==> src/rtl/usb_pkt_buffer.sv <==
// Circular packet FIFO shared by the USB host side and bus side. Reads are first-word
// fall-through; overflow/underflow are sticky until clear or reset.
module usb_pkt_buffer #(
    parameter int DEPTH = 64,
    parameter int WIDTH = 8
) (
    input  logic                     clk,
    input  logic                     n_rst,
    input  logic                     store_tx_data,
    input  logic                     store_rx_packet_data,
    input  logic                     get_tx_packet_data,
    input  logic                     get_rx_data,
    input  logic                     flush,
    input  logic                     clear,
    input  logic [WIDTH-1:0]         tx_data,
    input  logic [WIDTH-1:0]         rx_packet_data,
    output logic [$clog2(DEPTH):0]   buffer_occupancy,
    output logic [WIDTH-1:0]         tx_packet_data,
    output logic [WIDTH-1:0]         rx_data,
    output logic                     full,
    output logic                     empty,
    output logic                     overflow,
    output logic                     underflow
);
    localparam int AW = $clog2(DEPTH);
    localparam logic [AW:0] FULL_CNT = DEPTH[AW:0];

    logic [WIDTH-1:0] r_mem [DEPTH];
    logic [AW-1:0]    r_wptr;
    logic [AW-1:0]    r_rptr;
    logic [AW:0]      r_occ;
    logic             r_overflow;
    logic             r_underflow;

    logic             w_full;
    logic             w_empty;
    logic             w_push;
    logic             w_pop;
    logic             w_pop_ok;
    logic             w_push_ok;
    logic             w_discard;
    logic [WIDTH-1:0] w_wdata;
    logic [WIDTH-1:0] w_head;
    logic [AW:0]      w_occ_next;

    assign w_full    = (r_occ == FULL_CNT);
    assign w_empty   = (r_occ == {(AW+1){1'b0}});
    assign w_push    = store_tx_data | store_rx_packet_data;
    assign w_pop     = get_tx_packet_data | get_rx_data;
    assign w_discard = flush | clear;
    assign w_head    = r_mem[r_rptr];

    // Accept/reject decisions; a full buffer still takes a push when a pop frees a slot
    always_comb begin
        w_pop_ok   = w_pop & ~w_empty;
        w_push_ok  = w_push & (~w_full | w_pop_ok);
        w_wdata    = {WIDTH{1'b0}};
        w_occ_next = r_occ;
        if (store_tx_data) begin
            w_wdata = tx_data;
        end else begin
            w_wdata = rx_packet_data;
        end
        if (w_discard) begin
            w_occ_next = {(AW+1){1'b0}};
        end else if (w_push_ok && !w_pop_ok) begin
            w_occ_next = r_occ + 1'b1;
        end else if (w_pop_ok && !w_push_ok) begin
            w_occ_next = r_occ - 1'b1;
        end else begin
            w_occ_next = r_occ;
        end
    end

    // Head entry routed only to the selected read port, zero otherwise
    always_comb begin
        tx_packet_data = {WIDTH{1'b0}};
        rx_data        = {WIDTH{1'b0}};
        if (w_pop_ok && get_tx_packet_data) begin
            tx_packet_data = w_head;
        end else if (w_pop_ok && get_rx_data) begin
            rx_data = w_head;
        end else begin
            tx_packet_data = {WIDTH{1'b0}};
        end
    end

    // Storage array; contents are left stale on flush/clear
    always_ff @(posedge clk) begin
        if (w_push_ok && !w_discard) begin
            r_mem[r_wptr] <= w_wdata;
        end
    end

    // Pointers, occupancy and sticky error flags
    always_ff @(posedge clk or negedge n_rst) begin
        if (!n_rst) begin
            r_wptr      <= {AW{1'b0}};
            r_rptr      <= {AW{1'b0}};
            r_occ       <= {(AW+1){1'b0}};
            r_overflow  <= 1'b0;
            r_underflow <= 1'b0;
        end else begin
            r_occ <= w_occ_next;
            if (w_discard) begin
                r_wptr <= {AW{1'b0}};
                r_rptr <= {AW{1'b0}};
            end else begin
                if (w_push_ok) r_wptr <= r_wptr + 1'b1;
                if (w_pop_ok)  r_rptr <= r_rptr + 1'b1;
            end
            if (clear) begin
                r_overflow  <= 1'b0;
                r_underflow <= 1'b0;
            end else begin
                r_overflow  <= r_overflow  | (w_push & ~w_push_ok);
                r_underflow <= r_underflow | (w_pop & ~w_pop_ok);
            end
        end
    end

    assign buffer_occupancy = r_occ;
    assign full             = w_full;
    assign empty            = w_empty;
    assign overflow         = r_overflow;
    assign underflow        = r_underflow;

endmodule

==> config.mk <==
export PLATFORM = sky130hd
export DESIGN_NAME = usb_pkt_buffer
export DESIGN_NICKNAME = d
export VERILOG_FILES = /design/src/rtl/usb_pkt_buffer.sv
export SDC_FILE = /design/constraint.sdc
export NUM_CORES = 1
export LEC_CHECK = 0
export ABC_AREA = 1
export CORE_AREA = 2 2 207 290
export DETAILED_ROUTE_END_ITERATION = 10
export DIE_AREA = 0 0 209 292
export MAX_ROUTING_LAYER = met4
export PLACE_DENSITY = 0.66
export SYNTH_ARGS = -nofsm -noshare
export SYNTH_HDL_FRONTEND = slang
export SYNTH_SLANG_ARGS = --single-unit
==> constraint.sdc <==
create_clock -name clk -period 3.53 [get_ports clk]
set_input_delay 0.706 -clock clk [delete_from_list [all_inputs] [get_ports clk]]
set_output_delay 0.706 -clock clk [all_outputs]
set_load 0.005 [all_outputs]
Word level (Yosys, flattened, before mapping)
Memories as Yosys holds them, arrays and structs flattened.
Cells that the tools add are included.
W data, S select, Z words.
{"block": "op_classes", "add_sub_neg": 4, "n_eq_ne": 1, "mux": 15, "bitwise_logic": 14, "reduce_logical": 12}
{"operator": "$mux W8", "count": 4}
{"operator": "$mux W6", "count": 4}
{"operator": "$mux W7", "count": 3}
{"operator": "$add A6 B1 Y6 const B", "count": 2}
{"operator": "$add A7 B1 Y7 const B", "count": 1}
{"operator": "$eq A7 B7 Y1 const B", "count": 1}
{"operator": "$logic_not A7 Y1", "count": 1}
{"operator": "$sub A7 B1 Y7 const B", "count": 1}
{"operator": "$or A1 B1 Y1", "count": 6}
{"operator": "$logic_and A1 B1 Y1", "count": 5}
{"operator": "$and A1 B1 Y1", "count": 4}
{"operator": "$mux W1", "count": 4}
{"operator": "$not A1 Y1", "count": 4}
{"operator": "$reduce_bool A2 Y1", "count": 2}
{"operator": "$logic_not A1 Y1", "count": 3}
{"operator": "$reduce_bool A3 Y1", "count": 1}
{"block": "totals", "register_bits": 21, "ram_bits": 512, "in_bits": 24, "out_inout_bits": 27, "elab_cells": 52, "memories": 1}
{"name": "r_mem", "depth": 64, "width": 8, "rd": 1, "rd_clocked_by_memory_dff": 0, "write_ports": 1, "line": "28", "text": "logic [WIDTH-1:0] r_mem [DEPTH];"}

Logic depth before layout (Yosys ltp)
{"block": "depth", "depth_word": 10, "mapped_depth": 13, "ltp_nobuf": 13}

Least setup slack after synthesis
No wires, ideal clock.
{"block": "synth_path", "kind": "input port to flip-flop", "from": "input store_tx_data", "to": "memory r_mem[31][0], enable pin", "setup_ps": 395, "arrival_ps": 2058, "required_ps": 3135, "slack_ps": 1077, "path_stages": 5, "path_buffers": 1, "path_cell_list": "buf_2 > nor2_1 > inv_1 > nand2_4 > nor4_1"}
{"block": "synth_between", "elab_chain_cells": 5}
{"element": "start: declaration", "line": "9", "text": "input logic store_tx_data,"}
{"element": "$or A1 B1 Y1", "line": "48", "text": "assign w_push = store_tx_data | store_rx_packet_data;"}
{"element": "$and A1 B1 Y1", "line": "56", "text": "w_push_ok = w_push & (~w_full | w_pop_ok);"}
{"element": "$logic_and A1 B1 Y1", "line": "90", "text": "if (w_push_ok && !w_discard) begin"}
{"element": "$mux W1", "line": "90"}
{"element": "$mux W1 (implied by the code)", "line": "91", "text": "r_mem[r_wptr] <= w_wdata;"}
{"element": "end: declaration", "line": "28"}
No other way between the ends.

Final worst setup path
{"block": "layout_path", "from": "register r_rptr[0]", "to": "output rx_data[0]"}
{"block": "layout_between", "elab_chain_cells": 3}
{"element": "start: declaration", "line": "30", "text": "logic [AW-1:0] r_rptr;"}
{"element": "start signal: assignment", "line": "99", "text": "r_rptr <= {AW{1'b0}};"}
{"element": "start signal: assignment", "line": "107", "text": "r_rptr <= {AW{1'b0}};"}
{"element": "start signal: assignment", "line": "110", "text": "if (w_pop_ok) r_rptr <= r_rptr + 1'b1;"}
{"element": "$mem_v2 Z64 W8"}
{"element": "$mux W8", "line": "81", "text": "end else if (w_pop_ok && get_rx_data) begin"}
{"element": "$mux W8", "line": "79", "text": "if (w_pop_ok && get_tx_packet_data) begin"}
{"element": "end: declaration", "line": "19", "text": "output logic [WIDTH-1:0] rx_data,"}
No other way between the ends.

==> results.json <==
{
  "cts_max_level": 2,
  "synth_adder_area_share_pct": 0.519,
  "hp-class": "flop to flop",
  "grt_antenna_before_repair": 0,
  "synth_cell_types": 37,
  "final_common_cell": "nand2_1",
  "synth_compound_area_share_pct": 3.22,
  "numCtsBuffers": 47,
  "synth_nets": 2200,
  "tritoncts": "built",
  "synth-simple-area-share_pct": 21.6,
  "grtUsageTotal_pct": 21.5,
  "layout_common_cells": "620 x nand2_1, 512 x edfxtp_1, 261 x nand3_1, 230 x nor2_1, 153 x inv_1",
  "synth_area_sq_um": 23100,
  "timing.critical_path.mode_cell": "nand2_1",
  "cts_root_buf": "clkbuf_16",
  "crit_type": "flop to primary output",
  "maxCapViolCount": 0,
  "p_leak_nw": 10.6,
  "worst_ep_arrival_time_ns": 3.05,
  "cp.required_ns": 2.82,
  "drtIter0Drc": 1541,
  "clock_sinks": 533,
  "layout-drive-gt1-share_pct": 14.0,
  "hpwl_microns": 38800,
  "grt_pass1_vias": 15996,
  "muxShareOfSynthArea_pct": 0,
  "vias": 16439,
  "worst-slew-pin-transition_ns": 1.04,
  "cpLargestDelayFamily": "buffers and inverters",
  "grtUsageMet1_pct": 25.4,
  "violations": "setup timing",
  "yosysTopAreaCell": "edfxtp_1",
  "swShare_pct": 29.7,
  "vias_per_cell": 5.33,
  "yosysSeqAreaShare_pct": 68.7,
  "wl_per_cell_microns": 20.9,
  "die_w_microns": 209,
  "design_area_sq_um": 27500,
  "combPwrFrac_pct": 23.9,
  "slew_violations": 0,
  "max_freq_ghz": 0.266,
  "multi_input_area_sq_um": 6270,
  "fillers": 5100,
  "antenna_cells": 0,
  "cp_max_fo": 12,
  "place_ws_ns": 0.295,
  "final.min_clock_period_ns": 3.76,
  "rsz0062_at_grt": "yes",
  "ant_nets": 0,
  "io_buffers": 50,
  "first_pass_iters": 6,
  "grt_max_degree": 99,
  "synthToLayoutAreaGrowth_pct": 19.0,
  "timing.final.ws_setup_ns": -0.226,
  "core_region_area_sq_um": 58500,
  "power_frac_seq_pct": 42.8,
  "p_clk_share_pct": 33.3,
  "overflow": 0,
  "pin_count": 51,
  "busiest_layer": "met2",
  "ys_ff_latch": 533,
  "crit_slowest_cell": "clkdlybuf4s50_1",
  "nets": 2331,
  "row_count": 105,
  "synth_cells": 2167,
  "drc": 0,
  "die-area_sq_um": 61000,
  "register_area_sq_um": 15900,
  "yosysWarningCount": 0,
  "finalSetupViolCount": 4,
  "path_buf_inv": 4,
  "use_met3_pct": 2.83,
  "clk_path_buf_depth": 3,
  "p_int_w": 0.0117,
  "hold_buffers": 0,
  "path_cells": "buf_12 -> buf_4 -> inv_6 -> nand2_1 -> nand2_1 -> nand2_1 -> a21oi_1 -> nor2_1 -> nand2_1 -> nand3_1 -> a21oi_2 -> clkdlybuf4s50_1",
  "crit_path_end_kind": "primary output",
  "gp_congestion": 0.897,
  "synth_top_family_by_area": "simple AND/OR/NAND/NOR gates",
  "cp_slowest_stage_delay_ns": 0.52,
  "placed_area_sq_um": 25100,
  "post_synth_xor_area_fraction_pct": 0.151,
  "timing.slew.headroom_pct": 30.6,
  "clk_pin_slew_ns": 0.07,
  "hold_viol_final": 0,
  "status": "finished, violations left",
  "period_share_pct": 106,
  "clock_skew_ns": 0.0315,
  "switchingPower_w": 0.00493,
  "synth_top_area_share_pct": 66.5,
  "grtUsageMet2_pct": 36.8,
  "die_h_microns": 292,
  "start_util_pct": 39.6,
  "clkLatencyLatePin_ns": 0.59,
  "drt-total-wl_microns": 64500,
  "syn_area_per_cell_sq_um": 10.7,
  "synth.area.top_cells": "edfxtp_1 66%, nand2_1 10%, nand3_1 6.1%",
  "cp-start-kind": "flop",
  "ir_drop_v": 0.000457,
  "fin_hold_ws_ns": 0.514,
  "powerDensity_nw_per_um2": 603,
  "total_power_w": 0.0166,
  "grt_pass1_wl_microns": 96200
}
[power groups by stage]
| stage | combinational (W) | sequential, W | clock [W] |
|---|---|---|---|
| 3_5_place_dp | 0.00340 | 0.00724 | 0 |
| 5_1_grt | 0.00429 | 0.00710 | 0.00581 |
| 4_1_cts | 0.00390 | 0.00709 | 0.00558 |
| 6_report | 0.00396 | 0.00710 | 0.00553 |
| 3_3_place_gp | 0.00336 | 0.00724 | 0 |
| 2_1_floorplan | 0.00232 | 0.00722 | 0 |
[state kept, by name (all words and copies together) (netlist names)]
signal and flops:
buffer_occupancy 7, overflow 1, r_mem 512, r_rptr 6, r_wptr 6, underflow 1
[tightest hold or removal path, stage by stage, from the launching register on]
cell	delay, ns
dfrtp_1	0.36
a21oi_1	0.05
nor2_1	0.07
[synth_stat cells]
library cell,instances
nor2_1,250
xor2_1,2
inv_6,1
fa_1,1
ha_1,8
nand2_1,634
nor4_1,2
buf_2,38
o21ai_4,1
inv_2,7
nand3_2,1
buf_1,4
nor2_2,2
o21ai_0,42
a31oi_1,2
buf_6,29
or2_2,2
inv_1,153
a21oi_1,56
nor3_2,1
nand4_2,1
edfxtp_1,512
xnor2_1,2
nand2_4,3
nor3_1,10
clkbuf_1,28
nand3_4,1
dfrtp_1,21
clkinv_1,4
nand4_1,4
a21oi_4,1
nand3b_1,1
nor2_4,1
buf_4,9
nand3_1,284
nand2_2,7
o21ai_1,42
[timing repair]
item / in CTS / in global routing
gates resized for setup: 100 / 31
gates cloned: 10 / 1
setup endpoints to repair: 16 / 16
pin swaps: 14 / 3
buffers inserted: 7 / 0
[worst paths after layout]
check | start | to | slack [ns] | cells after the start
setup / recovery | r_rptr[0] | rx_data[0] | -0.23 | 12
hold / removal | underflow | underflow | 0.51 | 2
setup reg to reg | buffer_occupancy[1] | r_mem[34][5] | 1.07 | 11
hold reg to reg | underflow | underflow | 0.51 | 2
max in group asynchronous | n_rst | r_rptr[0] | 2.10 | 1
min in group asynchronous | n_rst | r_wptr[5] | 0.68 | 1
[per-layer routing]
metal | up-vias | share of wire (%)
li1 | 7554 | -
met1 | 8020 | 38
met2 | 714 | 51
met3 | 151 | 6.9
met4 | 0 | 4.4
met5 | - | 0
[layout make-up]
type                            count  area share (%)
Clock buffer                       49            4.38
Clock inverter                     39            1.67
Inverter                          165            2.32
Multi-Input combinational cell   1361            22.8
Sequential cell                   533            57.8
Tap cell                          749            3.41
Timing Repair Buffer              187            7.52
Timing Repair inverter              3           0.114
[through the flow]
step / TNS [ns] / util [%] / std cells
after floorplan: 0 / - / 2167
after global placement: 0 / 42.8 / 2980
after detailed placement: 0 / 42.8 / 2980
after CTS: -1.40 / 46.9 / 3085
after global routing: -1.02 / 47.1 / 3086
final: -0.714 / 47.1 / 3086
[kinds of logic (layout without fill, tap and decap cells)]
| family | Yosys count | count (layout) |
|---|---|---|
| AND/OR/NAND/NOR | 1204 | 1204 |
| flip-flops | 533 | 533 |
| buffers and inverters | 273 | 443 |
| AO/OA/AOI/OAI | 144 | 144 |
| adder cells (fa/ha/maj) | 9 | 9 |
| XOR/XNOR | 4 | 4 |
Power figures use the tool's default switching activity.
